<file path="src/rtl/pll_phase_ctrl.sv">
// pll_phase_ctrl: run-time phase-shift sequencer for the altpll SDRAM clock output.
// Issues phasestep pulses toward the altpll, waits for the phasedone low/high
// handshake, and tracks the signed net offset. It also holds sys_reset high until
// the PLL has been locked for a settle period.
module pll_phase_ctrl #(
  parameter logic [2:0] CNT_SEL      = 3'd3,
  parameter int         STEP_HOLD    = 2,
  parameter int         DONE_TIMEOUT = 255,
  parameter int         LOCK_SETTLE  = 1024,
  parameter int         OFFSET_W     = 8
) (
  input  logic                clk,
  input  logic                reset,
  input  logic                pll_locked,
  input  logic                phasedone,
  output logic                phasestep,
  output logic                phaseupdown,
  output logic [2:0]          phasecounterselect,
  input  logic                req_valid,
  output logic                req_ready,
  input  logic [OFFSET_W-1:0] req_steps,
  output logic                busy,
  output logic [OFFSET_W-1:0] offset,
  output logic                err,
  output logic                sys_reset
);

  localparam int HOLD_W = $clog2(STEP_HOLD + 1);
  localparam int TO_W   = $clog2(DONE_TIMEOUT + 1);
  localparam int LK_W   = $clog2(LOCK_SETTLE + 1);

  // Largest and most negative representable offsets, one bit wider for headroom maths.
  localparam logic signed [OFFSET_W:0] MAX_X = {2'b00, {(OFFSET_W-1){1'b1}}};
  localparam logic signed [OFFSET_W:0] MIN_X = {2'b11, {(OFFSET_W-1){1'b0}}};

  typedef enum logic [2:0] {
    S_WAIT_LOCK,
    S_IDLE,
    S_STEP,
    S_WAIT_LO,
    S_WAIT_HI
  } state_t;

  state_t              state_q, state_d;
  logic                locked_s1_q, locked_s2_q;
  logic                done_s1_q, done_s2_q;
  logic [LK_W-1:0]     lock_cnt_q, lock_cnt_d;
  logic [HOLD_W-1:0]   hold_cnt_q, hold_cnt_d;
  logic [TO_W-1:0]     wait_cnt_q, wait_cnt_d;
  logic [OFFSET_W-1:0] rem_q, rem_d;
  logic [OFFSET_W-1:0] offset_q, offset_d;
  logic                phasestep_q, phasestep_d;
  logic                phaseupdown_q, phaseupdown_d;
  logic                req_ready_q, req_ready_d;
  logic                busy_q, busy_d;
  logic                err_q, err_d;
  logic                sys_reset_q, sys_reset_d;

  // Request decode: saturate the most negative code, then clip to the offset range.
  logic signed [OFFSET_W:0] steps_x, mag_x, head_x, clip_x;
  logic                     req_dir;

  // Two-flop synchronizers for the asynchronous altpll status signals.
  always_ff @(posedge clk) begin
    if (reset) begin
      locked_s1_q <= 1'b0;
      locked_s2_q <= 1'b0;
      done_s1_q   <= 1'b0;
      done_s2_q   <= 1'b0;
    end else begin
      locked_s1_q <= pll_locked;
      locked_s2_q <= locked_s1_q;
      done_s1_q   <= phasedone;
      done_s2_q   <= done_s1_q;
    end
  end

  // Next-state and next-output logic of the step sequencer.
  always_comb begin
    steps_x = {req_steps[OFFSET_W-1], req_steps};
    if (steps_x == MIN_X) steps_x = -MAX_X;
    req_dir = (steps_x > 0);
    mag_x   = (steps_x < 0) ? -steps_x : steps_x;
    head_x  = req_dir ? (MAX_X - {offset_q[OFFSET_W-1], offset_q})
                      : (MAX_X + {offset_q[OFFSET_W-1], offset_q});
    clip_x  = (mag_x < head_x) ? mag_x : head_x;

    state_d       = state_q;
    lock_cnt_d    = lock_cnt_q;
    hold_cnt_d    = hold_cnt_q;
    wait_cnt_d    = wait_cnt_q;
    rem_d         = rem_q;
    offset_d      = offset_q;
    phasestep_d   = phasestep_q;
    phaseupdown_d = phaseupdown_q;
    req_ready_d   = req_ready_q;
    busy_d        = busy_q;
    err_d         = err_q;
    sys_reset_d   = sys_reset_q;

    case (state_q)
      S_WAIT_LOCK: begin
        if (!locked_s2_q) begin
          lock_cnt_d = '0;
        end else if (lock_cnt_q == LK_W'(LOCK_SETTLE - 1)) begin
          lock_cnt_d  = '0;
          state_d     = S_IDLE;
          sys_reset_d = 1'b0;
          req_ready_d = 1'b1;
        end else begin
          lock_cnt_d = lock_cnt_q + LK_W'(1);
        end
      end
      S_IDLE: begin
        if (req_valid && req_ready_q) begin
          err_d = 1'b0;
          if (clip_x != 0) begin
            state_d       = S_STEP;
            rem_d         = clip_x[OFFSET_W-1:0];
            phaseupdown_d = req_dir;
            phasestep_d   = 1'b1;
            busy_d        = 1'b1;
            req_ready_d   = 1'b0;
            hold_cnt_d    = '0;
          end
        end
      end
      S_STEP: begin
        if (hold_cnt_q == HOLD_W'(STEP_HOLD - 1)) begin
          state_d     = S_WAIT_LO;
          phasestep_d = 1'b0;
          wait_cnt_d  = '0;
        end else begin
          hold_cnt_d = hold_cnt_q + HOLD_W'(1);
        end
      end
      S_WAIT_LO: begin
        if (!done_s2_q) begin
          state_d    = S_WAIT_HI;
          wait_cnt_d = '0;
        end else if (wait_cnt_q == TO_W'(DONE_TIMEOUT - 1)) begin
          state_d     = S_IDLE;
          err_d       = 1'b1;
          rem_d       = '0;
          busy_d      = 1'b0;
          req_ready_d = 1'b1;
        end else begin
          wait_cnt_d = wait_cnt_q + TO_W'(1);
        end
      end
      S_WAIT_HI: begin
        if (done_s2_q) begin
          offset_d = phaseupdown_q ? (offset_q + OFFSET_W'(1)) : (offset_q - OFFSET_W'(1));
          rem_d    = rem_q - OFFSET_W'(1);
          if (rem_q == OFFSET_W'(1)) begin
            state_d     = S_IDLE;
            busy_d      = 1'b0;
            req_ready_d = 1'b1;
          end else begin
            state_d     = S_STEP;
            phasestep_d = 1'b1;
            hold_cnt_d  = '0;
          end
        end else if (wait_cnt_q == TO_W'(DONE_TIMEOUT - 1)) begin
          state_d     = S_IDLE;
          err_d       = 1'b1;
          rem_d       = '0;
          busy_d      = 1'b0;
          req_ready_d = 1'b1;
        end else begin
          wait_cnt_d = wait_cnt_q + TO_W'(1);
        end
      end
      default: state_d = S_WAIT_LOCK;
    endcase

    // Losing lock outside WAIT_LOCK abandons any sequence; the offset is kept as-is.
    if (state_q != S_WAIT_LOCK && !locked_s2_q) begin
      state_d     = S_WAIT_LOCK;
      phasestep_d = 1'b0;
      sys_reset_d = 1'b1;
      busy_d      = 1'b0;
      req_ready_d = 1'b0;
      lock_cnt_d  = '0;
      rem_d       = '0;
      offset_d    = offset_q;
      if (busy_q) err_d = 1'b1;
    end
  end

  // State and registered-output flops.
  always_ff @(posedge clk) begin
    if (reset) begin
      state_q       <= S_WAIT_LOCK;
      lock_cnt_q    <= '0;
      hold_cnt_q    <= '0;
      wait_cnt_q    <= '0;
      rem_q         <= '0;
      offset_q      <= '0;
      phasestep_q   <= 1'b0;
      phaseupdown_q <= 1'b0;
      req_ready_q   <= 1'b0;
      busy_q        <= 1'b0;
      err_q         <= 1'b0;
      sys_reset_q   <= 1'b1;
    end else begin
      state_q       <= state_d;
      lock_cnt_q    <= lock_cnt_d;
      hold_cnt_q    <= hold_cnt_d;
      wait_cnt_q    <= wait_cnt_d;
      rem_q         <= rem_d;
      offset_q      <= offset_d;
      phasestep_q   <= phasestep_d;
      phaseupdown_q <= phaseupdown_d;
      req_ready_q   <= req_ready_d;
      busy_q        <= busy_d;
      err_q         <= err_d;
      sys_reset_q   <= sys_reset_d;
    end
  end

  assign phasestep          = phasestep_q;
  assign phaseupdown        = phaseupdown_q;
  assign phasecounterselect = CNT_SEL;
  assign req_ready          = req_ready_q;
  assign busy               = busy_q;
  assign offset             = offset_q;
  assign err                = err_q;
  assign sys_reset          = sys_reset_q;

endmodule

</file>
<file path="config.mk">
export PLATFORM = sky130hd
export DESIGN_NAME = pll_phase_ctrl
export DESIGN_NICKNAME = d
export VERILOG_FILES = /design/src/rtl/pll_phase_ctrl.sv
export SDC_FILE = /design/constraint.sdc
export NUM_CORES = 1
export LEC_CHECK = 0
export CORE_ASPECT_RATIO = 1.1
export CORE_MARGIN = 10
export CORE_UTILIZATION = 59
export DETAILED_ROUTE_END_ITERATION = 6
export MAX_ROUTING_LAYER = met4
export PLACE_DENSITY = 0.91
export SLEW_MARGIN = 20
export SYNTH_ARGS = -nofsm -noshare
export SYNTH_HDL_FRONTEND = slang
export SYNTH_SLANG_ARGS = --single-unit
</file>
<file path="constraint.sdc">
create_clock -name clk -period 6.7 [get_ports clk]
set_input_delay 1.34 -clock clk [delete_from_list [all_inputs] [get_ports clk]]
set_output_delay 1.34 -clock clk [all_outputs]
set_load 0.005 [all_outputs]
</file>
==> results of run 1 <==
==> power breakdown <==
part / internal [W] / leakage [nW] / total (W) / switching (W)
clock: 0.000112 / 0.0585 / 0.000218 / 0.000106
sequential: 0.000299 / 0.404 / 0.000302 / 0.00000347
combinational: 0.0000279 / 1.04 / 0.0000691 / 0.0000412
==> logic make-up (layout without fill, tap and decap cells) <==
family	count (synthesis)	count (layout)	synth area share [%]
AND/OR/NAND/NOR	195	195	26.9
AO/OA/AOI/OAI	130	130	23.3
flip-flops	50	50	27.9
buffers and inverters	46	59	5.78
adder cells (fa/ha/maj)	23	23	8.22
XOR/XNOR	21	21	5.12
multiplexers	9	9	2.65
other	2	5	0.209
==> worst max-delay path by stage <==
| stage | end | slack (ns) | cells after the start |
|---|---|---|---|
| 2_1_floorplan | rem_q[7]$_SDFFE_PP0P_ | 1.35 | 20 |
| 3_3_place_gp | rem_q[6]$_SDFFE_PP0P_ | 0.34 | 19 |
| 3_5_place_dp | rem_q[6]$_SDFFE_PP0P_ | 0.09 | 19 |
| 4_1_cts | rem_q[4]$_SDFFE_PP0P_ | 0.42 | 19 |
| 5_1_grt | rem_q[6]$_SDFFE_PP0P_ | 0.08 | 19 |
| 6_report | rem_q[4]$_SDFFE_PP0P_ | 0.37 | 19 |
==> layout by cell type, fill, tap and decap left out, types with 4 or more instances in the layout <==
master                            netlist  routed
sky130_fd_sc_hd__nand3_1               12      12
sky130_fd_sc_hd__nand2b_1               4       4
sky130_fd_sc_hd__o21ai_0               25      25
sky130_fd_sc_hd__inv_1                 22      22
sky130_fd_sc_hd__xor2_1                 8       8
sky130_fd_sc_hd__nor2b_1                9       9
sky130_fd_sc_hd__and3_1                 8       8
sky130_fd_sc_hd__nor3_1                19      19
sky130_fd_sc_hd__or3_1                  4       4
sky130_fd_sc_hd__a21oi_1               47      47
sky130_fd_sc_hd__dfxtp_1               50      50
sky130_fd_sc_hd__mux2i_1                7       7
sky130_fd_sc_hd__a31oi_1                5       5
sky130_fd_sc_hd__a32o_1                 4       4
sky130_fd_sc_hd__nand4_1                5       5
sky130_fd_sc_hd__xnor2_1               13      13
sky130_fd_sc_hd__o21bai_1               5       5
sky130_fd_sc_hd__nand2_1               39      39
sky130_fd_sc_hd__nor2_1                74      74
sky130_fd_sc_hd__a211oi_1               5       5
sky130_fd_sc_hd__clkdlybuf4s50_1        0      26
sky130_fd_sc_hd__and2_1                 4       4
sky130_fd_sc_hd__ha_1                  22      22
sky130_fd_sc_hd__conb_1                 2       5
sky130_fd_sc_hd__o211ai_1               7       7
sky130_fd_sc_hd__clkbuf_8               0       5
==> flip-flops by register name, indices dropped and copies added (netlist names) <==
register / count
offset: 8
locked_s1_q: 1
state_q: 3
phasestep: 1
done_s2_q: 1
lock_cnt_q: 11
sys_reset: 1
locked_s2_q: 1
busy: 1
rem_q: 8
wait_cnt_q: 8
err: 1
done_s1_q: 1
req_ready: 1
phaseupdown: 1
hold_cnt_q: 2
==> layer usage <==
layer | global-route usage, % | vias to the layer above
li1 | - | 1718
met5 | - | -
met1 | 22.2 | 1609
met3 | 3.45 | 23
met2 | 31.7 | 123
met4 | 6.08 | 0
==> area by class of cell <==
cell class | count | share of cell area, %
clock buffer | 5 | 1.73
tap | 77 | 2.43
clock inverter | 3 | 1.10
inverter | 22 | 2.08
timing repair buffer | 29 | 7.12
sequential | 50 | 25.2
multi-input combinational | 383 | 60.3
==> metrics by stage <==
step / utilization, % / total power [W] / cells
finish: 68.0 / 0.000590 / 569
global route: 68.0 / 0.000615 / 569
CTS: 68.0 / 0.000592 / 569
detailed placement: 66.0 / 0.000376 / 561
global placement: 66.0 / 0.000375 / 561
floorplan: - / 0.000358 / 479
==> qor.csv, run 1 <==
stage,metric,value,unit
sta,final worst setup slack,0.369,ns
placement,placed standard-cell area,0.00386,mm²
sta,unrepaired setup endpoints after global routing,no,
hold_path,Min-Delay Startpoint,done_s1_q$_SDFF_PP0_,
yosys,top-area cell type share of the netlist area,27.9,%
placement,half-perimeter wire length after placement,6.63,mm
clock_tree,CTS tree,yes,
routing,vias after detailed routing,3473,
hold_path,type of the tightest min-delay check,flip-flop to flip-flop,
sta,post-route clock period utilization,94.5,%
yosys,biggest area contributors in the synthesized netlist,"sky130_fd_sc_hd__dfxtp_1 28%, sky130_fd_sc_hd__nor2_1 7.7%, sky130_fd_sc_hd__ha_1 7.7%, sky130_fd_sc_hd__a21oi_1 6.5%, sky130_fd_sc_hd__nand2_1 4.1%",
sta,Fin Clk Skew,0.00558,ns
grt,overall track demand over capacity in global routing,18.8,%
routing,first drt pass iteration count,6,
routing,count of routing violations after the opening detailed-route iteration,275,
clock_tree,maximum buffer depth of the clock tree,2,
layout,FF+latch area,0.00100,mm²
worst_setup_path,combined buffer and inverter count along the critical path,2,
worst_setup_path,cell repeated most along the worst path,sky130_fd_sc_hd__ha_1,
sta,pins over their slew limit,0,
yosys,number of distinct standard cells referenced by the synthesized netlist,67,
routing,residual DRC count,0,
sta,final hold violation count,0,
layout,fillcell total,500,
worst_setup_path,Crit Reg-Reg Endpoint,rem_q[4]$_SDFFE_PP0P_,
sta,Setup Viol. Count Final,0,
worst_setup_path,CP required,6.91,ns
sta,Highest Clock Rate,158,MHz
routing,Total Routed Length,8.73,mm
routing,Metal-1 WL,3.86,mm
die,Die H,102,µm
worst_setup_path,worst reg2reg startpoint,offset[0]$_SDFFE_PP0P_,
power_and_ir_drop,maximum vdd drop,0.0000963,V
yosys,synthesized instance count,476,
outcome,status,"finished, final reports clean",
yosys,number of enable flip-flop cells after synthesis,0,
routing,top layer reached by signal wires,met4,
run,max cap viols,0,
layout,final cell area excluding filler cells,0.00397,mm²
placement,final weighted congestion in routability-driven placement,0.869,
yosys,Mean Syn Cell Area,7.55,µm²
yosys,sequential area share after synthesis,27.9,%
layout,fraction of layout cells with a size suffix above 1,4.67,%
die,placeable core area,0.00584,mm²
grt,first-pass GRT wire length,14.7,mm
power_and_ir_drop,Power Dens Cells,149,mW/mm²
worst_setup_path,kind of cell with the highest combined delay on the critical path,compound AO/OA/AOI/OAI gates,
yosys,summed instance area of the synthesized netlist,0.00359,mm²
worst_setup_path,endpoint kind of the worst setup timing path,flip-flop,
worst_setup_path,crit path launch type,input port,
grt,GRT overflow,0,
yosys,register bit total from synthesis,50,
worst_setup_path,Arrival @ worst endpoint,6.54,ns
layout,area of the multi-input gates,0.00239,mm²
sta,hold_ws,0.444,ns
worst_setup_path,R2R depth,15,
layout,nets,527,
clock_tree,clock network latency to the later pin of the worst-skew pair,0.31,ns
die,effective utilization at floorplan,61.5,%
clock_tree,number of buffers created by CTS,5,
die,die outline area,0.00961,mm²
worst_setup_path,worst setup slack for register-to-register paths,2.21,ns
routing,total length of routed met2 wires,4.37,mm
layout,Diodes inserted,0,
yosys,"FFs w/ async S/R, synth",0,%
hold_path,hold path endpoint,done_s2_q$_SDFF_PP0_,
sta,Final min period,6.33,ns
routing,count of nets left with antenna violations after detail routing,0,
clock_tree,CTS clock-pin slew for the worst setup and hold paths,0.10,ns
sta,Relative slew margins,49.2,%
die,I/O pin count,30,
sta,Setup TNS,0,ns
yosys,"area leader, netlist",sky130_fd_sc_hd__dfxtp_1,
worst_setup_path,Slowest Stage Delay on Critical Path,0.60,ns
routing,drt wl/cell,15.3,µm
sta,transition at the pin with the smallest max-transition slack,0.756,ns
clock_tree,sinks on the clock net,50,
clock_tree,count of instances resized after the clock tree is built,0,
layout,layout overhead on the synthesized area,10.5,%
worst_setup_path,worst setup path startpoint,req_steps[6],
clock_tree,post-CTS setup buffers,0,
yosys,number of warnings printed during yosys synthesis,0,
die,FP Rows,29,
power_and_ir_drop,leak pwr,1.51,nW
placement,input/output buffers,26,
yosys,most numerous cell in the Yosys netlist,sky130_fd_sc_hd__nor2_1,
grt,maximum number of pins on one net before global-route repair,29,
grt,number of antenna violations at the first check in global routing,0,
grt,number of global-route vias before repair,3296,
worst_setup_path,"Max stage delay cell, worst path",sky130_fd_sc_hd__clkdlybuf4s50_1,
hold_path,Hold Crit Depth,1,
clock_tree,hold-fix buffer count after cts,0,
yosys,most common library cells after synthesis,"74 x sky130_fd_sc_hd__nor2_1, 50 x sky130_fd_sc_hd__dfxtp_1, 47 x sky130_fd_sc_hd__a21oi_1",
worst_setup_path,Critical Setup Path Class,input port to flip-flop,
die,floorplan die width,94.4,µm
routing,met3 wirelength from detailed routing,388,µm
worst_setup_path,crit-path cells,clkdlybuf4s50_1 -> nor2_1 -> a31o_2 -> inv_1 -> ha_1 -> nor4b_4 -> a21oi_2 -> or3_1 -> and2_1 -> ha_1 -> nand4_1 -> o221ai_1 -> a41oi_2 -> mux2_1 -> mux2i_1 -> nor4_4 -> o21ai_2 -> o211ai_1 -> a32o_1,
clock_tree,cell chosen for the clock root,sky130_fd_sc_hd__clkbuf_8,
routing,number of vias per cell after detailed routing,6.10,
clock_tree,H-tree Lvls,2,
worst_setup_path,CP Max Fanout,17,
yosys,top flip-flop cell by instance count after synthesis,sky130_fd_sc_hd__dfxtp_1,
placement,Post-Place Worst Slack,0.0915,ns
Note: power is estimated with default switching activity, not from simulation.
==> run 2: changes to the inputs <==
--- a/config.mk
+++ b/config.mk
@@ -5,12 +5,14 @@
 export SDC_FILE = /design/constraint.sdc
 export NUM_CORES = 1
 export LEC_CHECK = 0
+export CELL_PAD_IN_SITES_DETAIL_PLACEMENT = 1
+export CELL_PAD_IN_SITES_GLOBAL_PLACEMENT = 2
 export CORE_ASPECT_RATIO = 1.1
 export CORE_MARGIN = 10
-export CORE_UTILIZATION = 59
+export CORE_UTILIZATION = 34
 export DETAILED_ROUTE_END_ITERATION = 6
 export MAX_ROUTING_LAYER = met4
-export PLACE_DENSITY = 0.91
+export PLACE_DENSITY = 0.9
 export SLEW_MARGIN = 20
 export SYNTH_ARGS = -nofsm -noshare
 export SYNTH_HDL_FRONTEND = slang
==> constraint.sdc (replaced) <==
create_clock -name clk -period 6.7 [get_ports clk]
set_input_delay 1.34 -clock clk [delete_from_list [all_inputs] [get_ports clk]]
set_output_delay 1.34 -clock clk [all_outputs]
set_load 0.02 [all_outputs]
==> qor.csv, run 2 (synthesis gave the netlist of run 1 again) <==
stage,metric,value,unit
outcome,status,"finished, final reports clean",
die,I/O pin count,30,
sta,pins over their slew limit,0,
routing,met3 wirelength from detailed routing,252,µm
routing,first drt pass iteration count,4,
sta,Setup Viol. Count Final,0,
die,effective utilization at floorplan,34.7,%
layout,fillcell total,1307,
clock_tree,count of instances resized after the clock tree is built,0,
worst_setup_path,Arrival @ worst endpoint,6.36,ns
clock_tree,maximum buffer depth of the clock tree,2,
clock_tree,CTS tree,yes,
layout,fraction of layout cells with a size suffix above 1,4.87,%
worst_setup_path,crit-path cells,clkdlybuf4s50_1 -> nor2_1 -> a31o_2 -> inv_1 -> ha_1 -> nor4b_4 -> a21oi_2 -> or3_1 -> and2_1 -> ha_1 -> nand4_1 -> o221ai_1 -> a41oi_2 -> mux2_1 -> mux2i_1 -> nor4_4 -> o21ai_2 -> o211ai_1 -> a32o_1,
routing,vias after detailed routing,3428,
sta,Relative slew margins,47.2,%
placement,input/output buffers,26,
hold_path,type of the tightest min-delay check,flip-flop to flip-flop,
routing,number of vias per cell after detailed routing,5.39,
die,floorplan die width,118,µm
placement,final weighted congestion in routability-driven placement,0.871,
layout,"commonest non-fill, non-tap cell in the layout",sky130_fd_sc_hd__nor2_1,
sta,hold_ws,0.454,ns
grt,number of antenna violations at the first check in global routing,0,
routing,residual DRC count,0,
layout,nets,528,
worst_setup_path,Critical Setup Path Class,input port to flip-flop,
placement,half-perimeter wire length after placement,8.06,mm
grt,first-pass GRT wire length,17.3,mm
worst_setup_path,cell repeated most along the worst path,sky130_fd_sc_hd__ha_1,
worst_setup_path,endpoint kind of the worst setup timing path,flip-flop,
layout,layout overhead on the synthesized area,14.7,%
sta,post-route clock period utilization,92.2,%
placement,Post-Place Worst Slack,0.217,ns
layout,number of flip-flops in the largest register,11,
clock_tree,H-tree Lvls,2,
sta,Setup TNS,0,ns
layout,"commonest cells after routing, fill and taps aside","74 x sky130_fd_sc_hd__nor2_1, 50 x sky130_fd_sc_hd__dfxtp_1, 47 x sky130_fd_sc_hd__a21oi_1",
clock_tree,clock network latency to the later pin of the worst-skew pair,0.30,ns
clock_tree,post-CTS setup buffers,0,
grt,number of global-route vias before repair,3526,
sta,Fin Clk Skew,0.00884,ns
clock_tree,cell chosen for the clock root,sky130_fd_sc_hd__clkbuf_16,
layout,Top reg by flops,lock_cnt_q,
worst_setup_path,"Max stage delay cell, worst path",sky130_fd_sc_hd__clkdlybuf4s50_1,
routing,total length of routed met2 wires,5.24,mm
routing,Total Routed Length,10.3,mm
worst_setup_path,CP required,6.89,ns
power_and_ir_drop,Power Dens Cells,165,mW/mm²
grt,GRT overflow,0,
power_and_ir_drop,maximum vdd drop,0.0000988,V
sta,Highest Clock Rate,162,MHz
sta,final worst setup slack,0.525,ns
grt,maximum number of pins on one net before global-route repair,29,
sta,transition at the pin with the smallest max-transition slack,0.786,ns
worst_setup_path,crit path launch type,input port,
layout,Diodes inserted,0,
sta,final hold violation count,0,
routing,top layer reached by signal wires,met4,
worst_setup_path,CP Max Fanout,12,
die,FP Rows,39,
die,die outline area,0.0151,mm²
routing,count of routing violations after the opening detailed-route iteration,120,
die,placeable core area,0.0103,mm²
power_and_ir_drop,leak pwr,1.54,nW
grt,overall track demand over capacity in global routing,13.8,%
clock_tree,CTS clock-pin slew for the worst setup and hold paths,0.07,ns
sta,Final min period,6.18,ns
routing,count of nets left with antenna violations after detail routing,0,
routing,drt wl/cell,16.2,µm
sta,unrepaired setup endpoints after global routing,no,
die,Die H,128,µm
run,max cap viols,0,
worst_setup_path,Slowest Stage Delay on Critical Path,0.61,ns
routing,Metal-1 WL,4.71,mm
clock_tree,number of buffers created by CTS,5,
clock_tree,sinks on the clock net,50,
clock_tree,hold-fix buffer count after cts,0,
run 2: final cells by class:
cell class	count	area (µm²)	share of cell area, %
Inverter	22	82.6	2.00
Timing Repair Buffer	30	290	7.04
Clock inverter	3	48.8	1.18
Clock buffer	5	125	3.04
Tap cell	143	179	4.34
Multi-Input combinational cell	383	2390	58.1
Sequential cell	50	1000	24.3
run 2: final timing paths:
kind	startpoint	end	slack (ns)	cells past startpoint
max	req_steps[6]	rem_q[4]$_SDFFE_PP0P_	0.52	19
min reg2reg	done_s1_q$_SDFF_PP0_	done_s2_q$_SDFF_PP0_	0.45	1
min	done_s1_q$_SDFF_PP0_	done_s2_q$_SDFF_PP0_	0.45	1
max reg2reg	offset[0]$_SDFFE_PP0P_	rem_q[4]$_SDFFE_PP0P_	2.34	15
run 2: stage by stage:
step	cells	total power [W]	cell area, µm²	utilization (%)
after floorplan	479	0.000360	3600	-
after global placement	628	0.000381	3950	38.2
after detailed placement	628	0.000383	3950	38.2
after CTS	636	0.000686	4120	39.8
after global routing	636	0.000707	4120	39.8
final	636	0.000679	4120	39.8
run 2: power by group:
part	switching, W	internal, W	leakage (nW)
clock	0.000124	0.000179	0.0819
sequential	0.00000367	0.000299	0.404
combinational	0.0000448	0.0000286	1.05
run 2: routing by layer:
metal	track usage [%]	vias up
met5	-	-
met4	3.78	0
met3	1.85	9
met2	24.7	43
met1	16.0	1661
li1	-	1715
run 2: worst max-delay path: cells and delay by family:
| family | cells | cell delay (ns) |
|---|---|---|
| adders and majority gates | 2 | 0.48 |
| muxes | 2 | 0.77 |
| buffers and inverters | 2 | 0.69 |
| AOI/OAI and AO/OA | 7 | 1.80 |
| and+or+nand+nor | 6 | 1.28 |
